### src/rtl/uart_tx_scheduler_pkg.sv
// Shared definitions for the UART TX scheduler: FSM state encoding and default byte width.
package uart_tx_scheduler_pkg;

  typedef enum logic {
    ST_IDLE = 1'b0,
    ST_XFER = 1'b1
  } state_t;

  localparam int DATA_SIZE_DEF = 8;

endpackage

### src/rtl/uart_tx_scheduler_arb.sv
// Combinational round-robin arbiter: the search starts one slot after the previous owner
// and wraps around by scanning a doubled copy of the request vector.
module rr_arbiter #(
  parameter int NUM_REQ = 4,
  parameter int ID_W    = (NUM_REQ > 1) ? $clog2(NUM_REQ) : 1
) (
  input  logic [NUM_REQ-1:0] req,
  input  logic [ID_W-1:0]    last,
  output logic [NUM_REQ-1:0] gnt,
  output logic [ID_W-1:0]    gnt_id
);

  logic [2*NUM_REQ-1:0] w_dbl;
  logic [ID_W:0]        w_idx;
  logic [ID_W:0]        w_wrap;
  logic                 w_found;

  always_comb begin
    gnt     = '0;
    gnt_id  = '0;
    w_found = 1'b0;
    w_idx   = '0;
    w_wrap  = '0;
    w_dbl   = {req, req};
    for (int j = 0; j < NUM_REQ; j++) begin
      w_idx = (ID_W+1)'(last) + (ID_W+1)'(j) + 1'b1;
      if (!w_found && w_dbl[w_idx]) begin
        w_found = 1'b1;
        w_wrap  = (w_idx >= (ID_W+1)'(NUM_REQ)) ? w_idx - (ID_W+1)'(NUM_REQ) : w_idx;
        gnt_id  = w_wrap[ID_W-1:0];
      end
    end
    if (w_found) gnt[gnt_id] = 1'b1;
  end

endmodule

### src/rtl/uart_tx_scheduler.sv
// Shares the UART TX FIFO write port between NUM_REQ requesters, one whole frame at a time,
// with a watchdog that drops frames whose owner stops supplying bytes.
module uart_tx_scheduler
  import uart_tx_scheduler_pkg::*;
#(
  parameter int DATA_SIZE = DATA_SIZE_DEF,
  parameter int NUM_REQ   = 4,
  parameter int MAX_BURST = 16,
  parameter int LEN_W     = $clog2(MAX_BURST+1),
  parameter int TIMEOUT   = 1024,
  parameter int ID_W      = (NUM_REQ > 1) ? $clog2(NUM_REQ) : 1
) (
  input  logic                           clk,
  input  logic                           reset_n,
  input  logic [NUM_REQ-1:0]             req,
  input  logic [NUM_REQ*LEN_W-1:0]       req_len,
  input  logic [NUM_REQ*DATA_SIZE-1:0]   req_data,
  input  logic [NUM_REQ-1:0]             req_valid,
  output logic [NUM_REQ-1:0]             req_ready,
  output logic [NUM_REQ-1:0]             grant,
  input  logic                           tx_fifo_full,
  output logic                           tx_wr_en,
  output logic [DATA_SIZE-1:0]           tx_wr_data,
  output logic                           busy,
  output logic                           abort,
  output logic [ID_W-1:0]                abort_id
);

  localparam int WD_W = $clog2(TIMEOUT);

  state_t              r_state, w_next;
  logic [NUM_REQ-1:0]  r_grant;
  logic [ID_W-1:0]     r_gid, r_last, r_abort_id;
  logic [LEN_W-1:0]    r_cnt;
  logic [WD_W-1:0]     r_wd;
  logic                r_abort;

  logic [NUM_REQ-1:0]  w_arb_gnt;
  logic [ID_W-1:0]     w_arb_id;
  logic                w_xfer, w_valid_g, w_beat, w_last_beat, w_timeout;

  function automatic logic [LEN_W-1:0] eff_len(input logic [LEN_W-1:0] len);
    return (len == '0) ? LEN_W'(1) : len;
  endfunction

  rr_arbiter #(.NUM_REQ(NUM_REQ), .ID_W(ID_W)) u_arb (
    .req    (req),
    .last   (r_last),
    .gnt    (w_arb_gnt),
    .gnt_id (w_arb_id)
  );

  assign w_xfer      = (r_state == ST_XFER);
  assign w_valid_g   = req_valid[r_gid];
  assign w_beat      = w_xfer & w_valid_g & ~tx_fifo_full;
  assign w_last_beat = w_beat & (r_cnt == LEN_W'(1));
  // A final beat and the watchdog threshold cannot collide: the watchdog only fires on a no-valid cycle.
  assign w_timeout   = w_xfer & ~w_valid_g & (r_wd == WD_W'(TIMEOUT-2));

  assign busy       = w_xfer;
  assign grant      = r_grant;
  assign req_ready  = (w_xfer && !tx_fifo_full) ? r_grant : '0;
  assign tx_wr_en   = w_beat;
  assign tx_wr_data = w_xfer ? req_data[r_gid*DATA_SIZE +: DATA_SIZE] : '0;
  assign abort      = r_abort;
  assign abort_id   = r_abort_id;

  always_ff @(posedge clk or negedge reset_n) begin
    if (!reset_n) r_state <= ST_IDLE;
    else          r_state <= w_next;
  end

  always_comb begin
    w_next = r_state;
    case (r_state)
      ST_IDLE: if (|req) w_next = ST_XFER;
      ST_XFER: if (w_last_beat || w_timeout) w_next = ST_IDLE;
      default: w_next = ST_IDLE;
    endcase
  end

  always_ff @(posedge clk or negedge reset_n) begin
    if (!reset_n) begin
      r_grant    <= '0;
      r_gid      <= '0;
      r_last     <= ID_W'(NUM_REQ-1);
      r_cnt      <= '0;
      r_wd       <= '0;
      r_abort    <= 1'b0;
      r_abort_id <= '0;
    end else begin
      r_abort <= w_timeout;
      if (r_state == ST_IDLE) begin
        if (|req) begin
          r_grant <= w_arb_gnt;
          r_gid   <= w_arb_id;
          r_cnt   <= eff_len(req_len[w_arb_id*LEN_W +: LEN_W]);
          r_wd    <= '0;
        end
      end else if (w_beat) begin
        r_cnt <= r_cnt - 1'b1;
        r_wd  <= '0;
        if (w_last_beat) begin
          r_grant <= '0;
          r_last  <= r_gid;
        end
      end else if (w_timeout) begin
        r_abort_id <= r_gid;
        r_grant    <= '0;
        r_last     <= r_gid;
        r_cnt      <= '0;
        r_wd       <= '0;
      end else if (!w_valid_g) begin
        r_wd <= r_wd + 1'b1;
      end
    end
  end

endmodule

### config.mk
export PLATFORM = sky130hd
export DESIGN_NAME = uart_tx_scheduler
export DESIGN_NICKNAME = d
export VERILOG_FILES = /design/src/rtl/uart_tx_scheduler_pkg.sv /design/src/rtl/uart_tx_scheduler_arb.sv /design/src/rtl/uart_tx_scheduler.sv
export SDC_FILE = /design/constraint.sdc
export NUM_CORES = 1
export LEC_CHECK = 0
export BUFFER_PORTS_ARGS = -buffer_cell sky130_fd_sc_hd__buf_2
export CORE_MARGIN = 2
export CORE_UTILIZATION = 47
export DETAILED_ROUTE_END_ITERATION = 12
export MAX_ROUTING_LAYER = met4
export PLACE_DENSITY = 0.81
export SYNTH_ARGS = -nofsm -noshare
export SYNTH_HDL_FRONTEND = slang
export SYNTH_SLANG_ARGS = --single-unit
### constraint.sdc
create_clock -name clk -period 2.8 [get_ports clk]
set_input_delay 0.42 -clock clk [delete_from_list [all_inputs] [get_ports clk]]
set_output_delay 0.42 -clock clk [all_outputs]
set_load 0.05 [all_outputs]
=== After elaboration in Yosys (flattened, before gate mapping) ===
Index checks and enable logic that the tools add are counted.

* Memory bits (writable): 0
* Output and inout port bits: 21
* Input port bits: 63
* Register bits: 27
* Word-level logic and storage cells: 117
* Memory bits (read-only): 0
* Memories kept: 0
* Bits in latches: 0

* Multiply operators: 1
* Order comparisons: 11
* Multiplexer cells: 48
* Shift operators: 2
* Add/subtract/negate cells: 12
* Bitwise logic cells: 9
* Reductions and logical operators: 20
* Divide/modulo/power cells: 0
* Equal/unequal tests: 6

{| class="wikitable"
|+ Operators by type and width
! kind !! count
|-
| $mux W10 || 5
|-
| $shiftx A32 B6 Y8 || 1
|-
| $mux W4 || 7
|-
| $mux W5 || 5
|-
| $mux W2 || 11
|-
| $shiftx A20 B6 Y5 || 1
|-
| $lt A3 B4 Y1 const B || 4
|-
| $bmux W1 S3 || 4
|-
| $ge A3 B3 Y1 const B || 4
|-
| $mux W1 || 12
|-
| $add A10 B1 Y10 const B || 1
|-
| $eq A10 B10 Y1 const B || 1
|-
| $add A3 B1 Y3 const B || 3
|-
| $reduce_and A3 Y1 || 3
|-
| $mux W8 || 1
|-
| $sub A2 B1 Y2 const B || 4
|-
| $add A2 B2 Y3 const B || 2
|-
| $lt A2 B3 Y1 const B || 2
|-
| $reduce_and A2 Y1 || 3
|-
| $and A1 B1 Y1 || 5
|-
| $eq A5 B1 Y1 const B || 1
|-
| $logic_and A1 B1 Y1 || 5
|-
| $logic_not A5 Y1 || 1
|-
| $mul A2 B3 Y5 const B || 1
|-
| 15 further kinds || 22
|}

=== Depth between registers and ports, before layout ===
* Depth in word-level cells: 20
* Depth in mapped cells: 8
* Depth with buffers taken out: 7

=== Modules after synthesis ===
A second synthesis with hierarchy kept.

* Cells, all modules: 205
* Area total of the unflattened synthesis: 2088.3 µm²

{| class="wikitable"
|+ Modules (own cells, without submodules)
! module !! cells each !! sequential area each (µm²) !! area each (µm²) !! times used
|-
| uart_tx_scheduler || 172 || 678.2 || 1869.3 || 1
|-
| rr_arbiter || 33 || 0.0 || 219.0 || 1
|}

=== Worst setup path before layout ===
Ideal clock, no wire load.

* Path kind: flip-flop to flip-flop
* From: register r_last[1]
* To: register r_cnt[0]
* Required time: 2710 ps
* Buffers on the path: 1
* Period minus slack after synthesis: 2305 ps
* Stages on the path, launching flop included: 8
* Path slack: 495 ps
* Arrival time: 2215 ps
* Setup time: 90 ps
* Path through: dfstp_2 -> mux2i_1 -> o22ai_1 -> nor2_1 -> buf_6 -> mux4_2 -> or4b_1 -> o2111ai_1

* Cells in the longest elaborated chain, start to end: 19
* Elaborated cells between the ends (all ways): 45
* Those cells by class: add/sub: 10; mul: 1; order compare: 4; shift: 1; mux: 22; reduce/logical: 7

{| class="wikitable"
|+ RTL lines
! what !! line !! text
|-
| start: declaration || uart_tx_scheduler.sv:33 || <nowiki>logic [ID_W-1:0] r_gid, r_last, r_abort_id;</nowiki>
|-
| start signal: assignment || uart_tx_scheduler.sv:86 || <nowiki>r_last <= ID_W'(NUM_REQ-1);</nowiki>
|-
| start signal: assignment || uart_tx_scheduler.sv:105 || <nowiki>r_last <= r_gid;</nowiki>
|-
| start signal: assignment || uart_tx_scheduler.sv:110 || <nowiki>r_last <= r_gid;</nowiki>
|-
| parallel branches: the longest is 12 deep, another holds $add A2 B1 Y3 || - ||
|-
| $mux W2 * || uart_tx_scheduler_arb.sv:27 || <nowiki>if (!w_found && w_dbl[w_idx]) begin</nowiki>
|-
| $mul A2 B3 Y5 * || uart_tx_scheduler.sv:97 || <nowiki>r_cnt <= eff_len(req_len[w_arb_id*LEN_W +: LEN_W]);</nowiki>
|-
| $shiftx A20 B6 Y5 * || uart_tx_scheduler.sv:97 ||
|-
| $logic_not A5 Y1 || uart_tx_scheduler.sv:43 || <nowiki>return (len == '0) ? LEN_W'(1) : len;</nowiki>
|-
| $mux W5 * || uart_tx_scheduler.sv:43 ||
|-
| $mux W5 * || uart_tx_scheduler.sv:94 || <nowiki>if (|req) begin</nowiki>
|-
| $mux W5 * || uart_tx_scheduler.sv:93 || <nowiki>if (r_state == ST_IDLE) begin</nowiki>
|-
| end signal: assignment || uart_tx_scheduler.sv:97 ||
|-
| end signal: assignment || uart_tx_scheduler.sv:101 || <nowiki>r_cnt <= r_cnt - 1'b1;</nowiki>
|-
| end: declaration || uart_tx_scheduler.sv:34 || <nowiki>logic [LEN_W-1:0] r_cnt;</nowiki>
|}

Every way passes the cells marked *. The select of a mux whose other input is x is not followed.
A chain may end at the register's enable or synchronous reset.

=== Final worst setup path ===
* From: register r_gid[1]
* To: register r_grant[0] (netlist: grant[0])

* Cells in the longest elaborated chain, start to end: 7
* Elaborated cells between the ends (all ways): 13
* Those cells by class: eq/ne: 2; mux: 4; bitwise: 6; reduce/logical: 1

{| class="wikitable"
|+ RTL lines
! what !! line !! text
|-
| start: declaration || uart_tx_scheduler.sv:33 ||
|-
| start signal: assignment || uart_tx_scheduler.sv:96 || <nowiki>r_gid <= w_arb_id;</nowiki>
|-
| $bmux W1 S2 * || uart_tx_scheduler.sv:54 || <nowiki>assign w_valid_g = req_valid[r_gid];</nowiki>
|-
| $mux W1 (not written as such) * || uart_tx_scheduler.sv:54 ||
|-
| $and A1 B1 Y1 / $not A1 Y1 (equally long branches) || uart_tx_scheduler.sv:55, uart_tx_scheduler.sv:58 ||
|-
| $and A1 B1 Y1, on equally long branches || uart_tx_scheduler.sv:55, uart_tx_scheduler.sv:58 ||
|-
| $and A1 B1 Y1, on equally long branches || uart_tx_scheduler.sv:56, uart_tx_scheduler.sv:58 ||
|-
| $ne A3 B2 Y1 (no source line) / $ne A3 B1 Y1 (equally long branches) || - ||
|-
| $reduce_and A3 Y1 (no source line) || - ||
|-
| end signal: assignment || uart_tx_scheduler.sv:95 || <nowiki>r_grant <= w_arb_gnt;</nowiki>
|-
| end: declaration || uart_tx_scheduler.sv:32 || <nowiki>logic [NUM_REQ-1:0] r_grant;</nowiki>
|}

Every way passes the cells marked *; elsewhere a longest branch is shown, timed or not. The select of a mux whose other input is x is not followed.

==> impl_metrics.ini <==
[critical_path]
r2r_start = r_gid[1]
worstPathArrival_ns = 2.67
critPathRequiredTime_ns = 2.97
crit_type = reg -> reg
crit_fanout = 12
cp_num_buf_inv = 0
critPathCaptureType = flop
crit_path_start = r_gid[1]
cp_slowest_cell = dfrtp_1
cp-start-kind = flop
path_cells = mux4_2 > nand2b_1 > o311ai_1 > o21ai_1 > a22o_1
cp_slowest_stage_delay_ns = 0.62
cp_top_family = compound AO/OA/AOI/OAI gates

[yosys]
yosys.cell_types.count = 52
yosysSeqAreaShare = 0.358
yosys-top-cells-area = dfrtp_1 33%, mux4_2 15%, and2_1 4.6%
synth_top_area_cell = dfrtp_1
synth_edf_count = 0
syn_area_mm2 = 0.00189
ys_warn_count = 0
synth_area_per_cell_um2 = 10.3
synth_top_area_frac = 0.331
postSynth.asyncResetShare = 1.00
ys.flop_type = dfrtp_1
syn-instance-count = 183
syn-num-nets = 250
synth-seq-cells = 27

[placement]
placedCellCount = 317
gp_congestion = 0.842
dp_hpwl_mm = 3.77
placed_area_mm2 = 0.00239
portBuffers = 83

[power_and_ir_drop]
pwr_density_cell_mw_per_mm2 = 847
max-vdd-ir-drop_v = 0.000327
p_leak_uw = 0.00117

[sta]
worst_pin_slew_ns = 0.643
fin_crit_sh = 0.894
setup_tns_ns = 0
finalHoldViolCount = 0
rsz0062_at_grt = false
skew_ns = 0.00313
max_freq_mhz = 399
slew_headroom = 0.560
fin_crit_ns = 2.50
finalSetupViolations = 0
slew_viol_final = 0

[clock_network]
cts_tree = done
ctsHoldBuffers = 0
postCtsSetupBuffers = 0
clk_pin_slew_ns = 0.09
clk_latency_ns = 0.28
clk_path_buf_depth = 2
clockRootBuffer = clkbuf_8
cts_resized = 0
cts.htree.levels = 1
cts_buffers = 3
cts.sinks = 27

[detailed_routing]
met3_length_um = 249
wl_met2_mm = 2.39
wire_per_inst_um = 14.8
wirelength_mm = 4.74
vias = 1818
drc = 0
wl_met1_mm = 2.02
drt-initial-drc-count = 126
avgViaCountPerCell = 5.66
drt_pass1_iterations = 4
ant_nets = 0
top_layer = met4

[finish]
nNetsFinal = 339
final_common_cell = buf_2
n_fill_cell = 328
drive_gt1_frac = 0.432
fin_area_mm2 = 0.00244
instances_no_fill = 321
diodes = 0
layout_common_cells = 83 x buf_2, 25 x dfrtp_1, 15 x nor2_1
area_growth_pct = 28.8

[global_routing]
grt_pass1_vias = 1761
grt_pass1_wl_mm = 7.99
grt_max_degree = 28
track_usage = 0.240
grt_overflow_total = 0
antenna_found_initial = 0

[floorplanning]
die_h_um = 67.4
start_util = 0.480
io_pins = 84
fp.dieW_um = 67.4
die_area_mm2 = 0.00455
coreArea_mm2 = 0.00394
rows = 23

[outcome]
status = complete, no violations

[flow_run]
drv_cap = 0

[hold_path]
worstHoldPathType = in -> async
[registers in the layout (all words and copies together) (netlist names)]
name	flops
abort	1
abort_id	2
busy	1
grant	4
r_cnt	5
r_gid	2
r_last	2
r_wd	10
[metal layers]
layer,GRT usage,vias up
li1,-,866
met1,0.284,887
met2,0.410,54
met3,0.0500,11
met4,0.0765,0
met5,-,-
[synth_stat cells, types with 2 or more instances]
master / number
nor3b_1: 2
ha_1: 4
mux4_2: 13
nand4_1: 4
a22oi_1: 3
o21ai_1: 3
nor3_1: 4
inv_1: 7
nand2_1: 13
o21ai_0: 8
nand3_1: 3
nor2_1: 15
o22ai_1: 2
nand2b_1: 3
nor2b_1: 3
o31ai_1: 4
dfrtp_1: 25
a21oi_1: 6
mux2_2: 4
clkbuf_1: 2
and2_1: 14
o21a_1: 2
xor2_1: 5
a211oi_1: 2
dfstp_2: 2
buf_1: 2
or3_1: 3
[metrics by stage]
stage,util,power [uW],setup slack [ns],hold WS (ns)
6_report,0.618,2060,0.296,0.132
5_1_grt,0.618,2210,0.146,0.168
4_1_cts,0.618,2080,0.297,0.154
3_5_place_dp,0.606,1850,0.315,0.462
3_3_place_gp,0.606,1820,0.376,0.455
2_1_floorplan,-,1560,0.495,0.124
[final timing paths]
kind                                     to  slack, ns  cells after the start
worst max-delay path               grant[0]       0.30                      5
worst min register to register     r_cnt[4]       0.50                      2
max in group asynchronous          r_cnt[0]       2.28                      1
worst max register to register     grant[0]       0.30                      5
min in group clk                   r_cnt[4]       0.50                      2
worst min-delay path            abort_id[1]       0.13                      1
[cell families after synthesis]
logic type | synth area share
DFF | 0.358
xor gates and xnor gates | 0.0278
muxes | 0.198
buffers and inverters | 0.0304
and+or+nand+nor | 0.213
AOI/OAI and AO/OA | 0.146
adders and majority gates | 0.0265
[cell type report]
cell class	instances	area [um2]	share of cell area
sequential	27	678	0.278
multi-input combinational	143	1160	0.474
clock inverter	1	5.00	0.00205
inverter	7	26.3	0.0108
tap	50	62.6	0.0257
clock buffer	3	41.3	0.0169
timing repair buffer	90	468	0.192
[power breakdown]
| group | leakage [uW] | switching (uW) | internal (uW) |
|---|---|---|---|
| Combinational | 0.000798 | 735 | 483 |
| Sequential | 0.000350 | 127 | 496 |
| Clock | 0.0000255 | 124 | 100 |
| Total | 0.00117 | 985 | 1080 |
No activity file was read; power rests on OpenSTA's default activity.
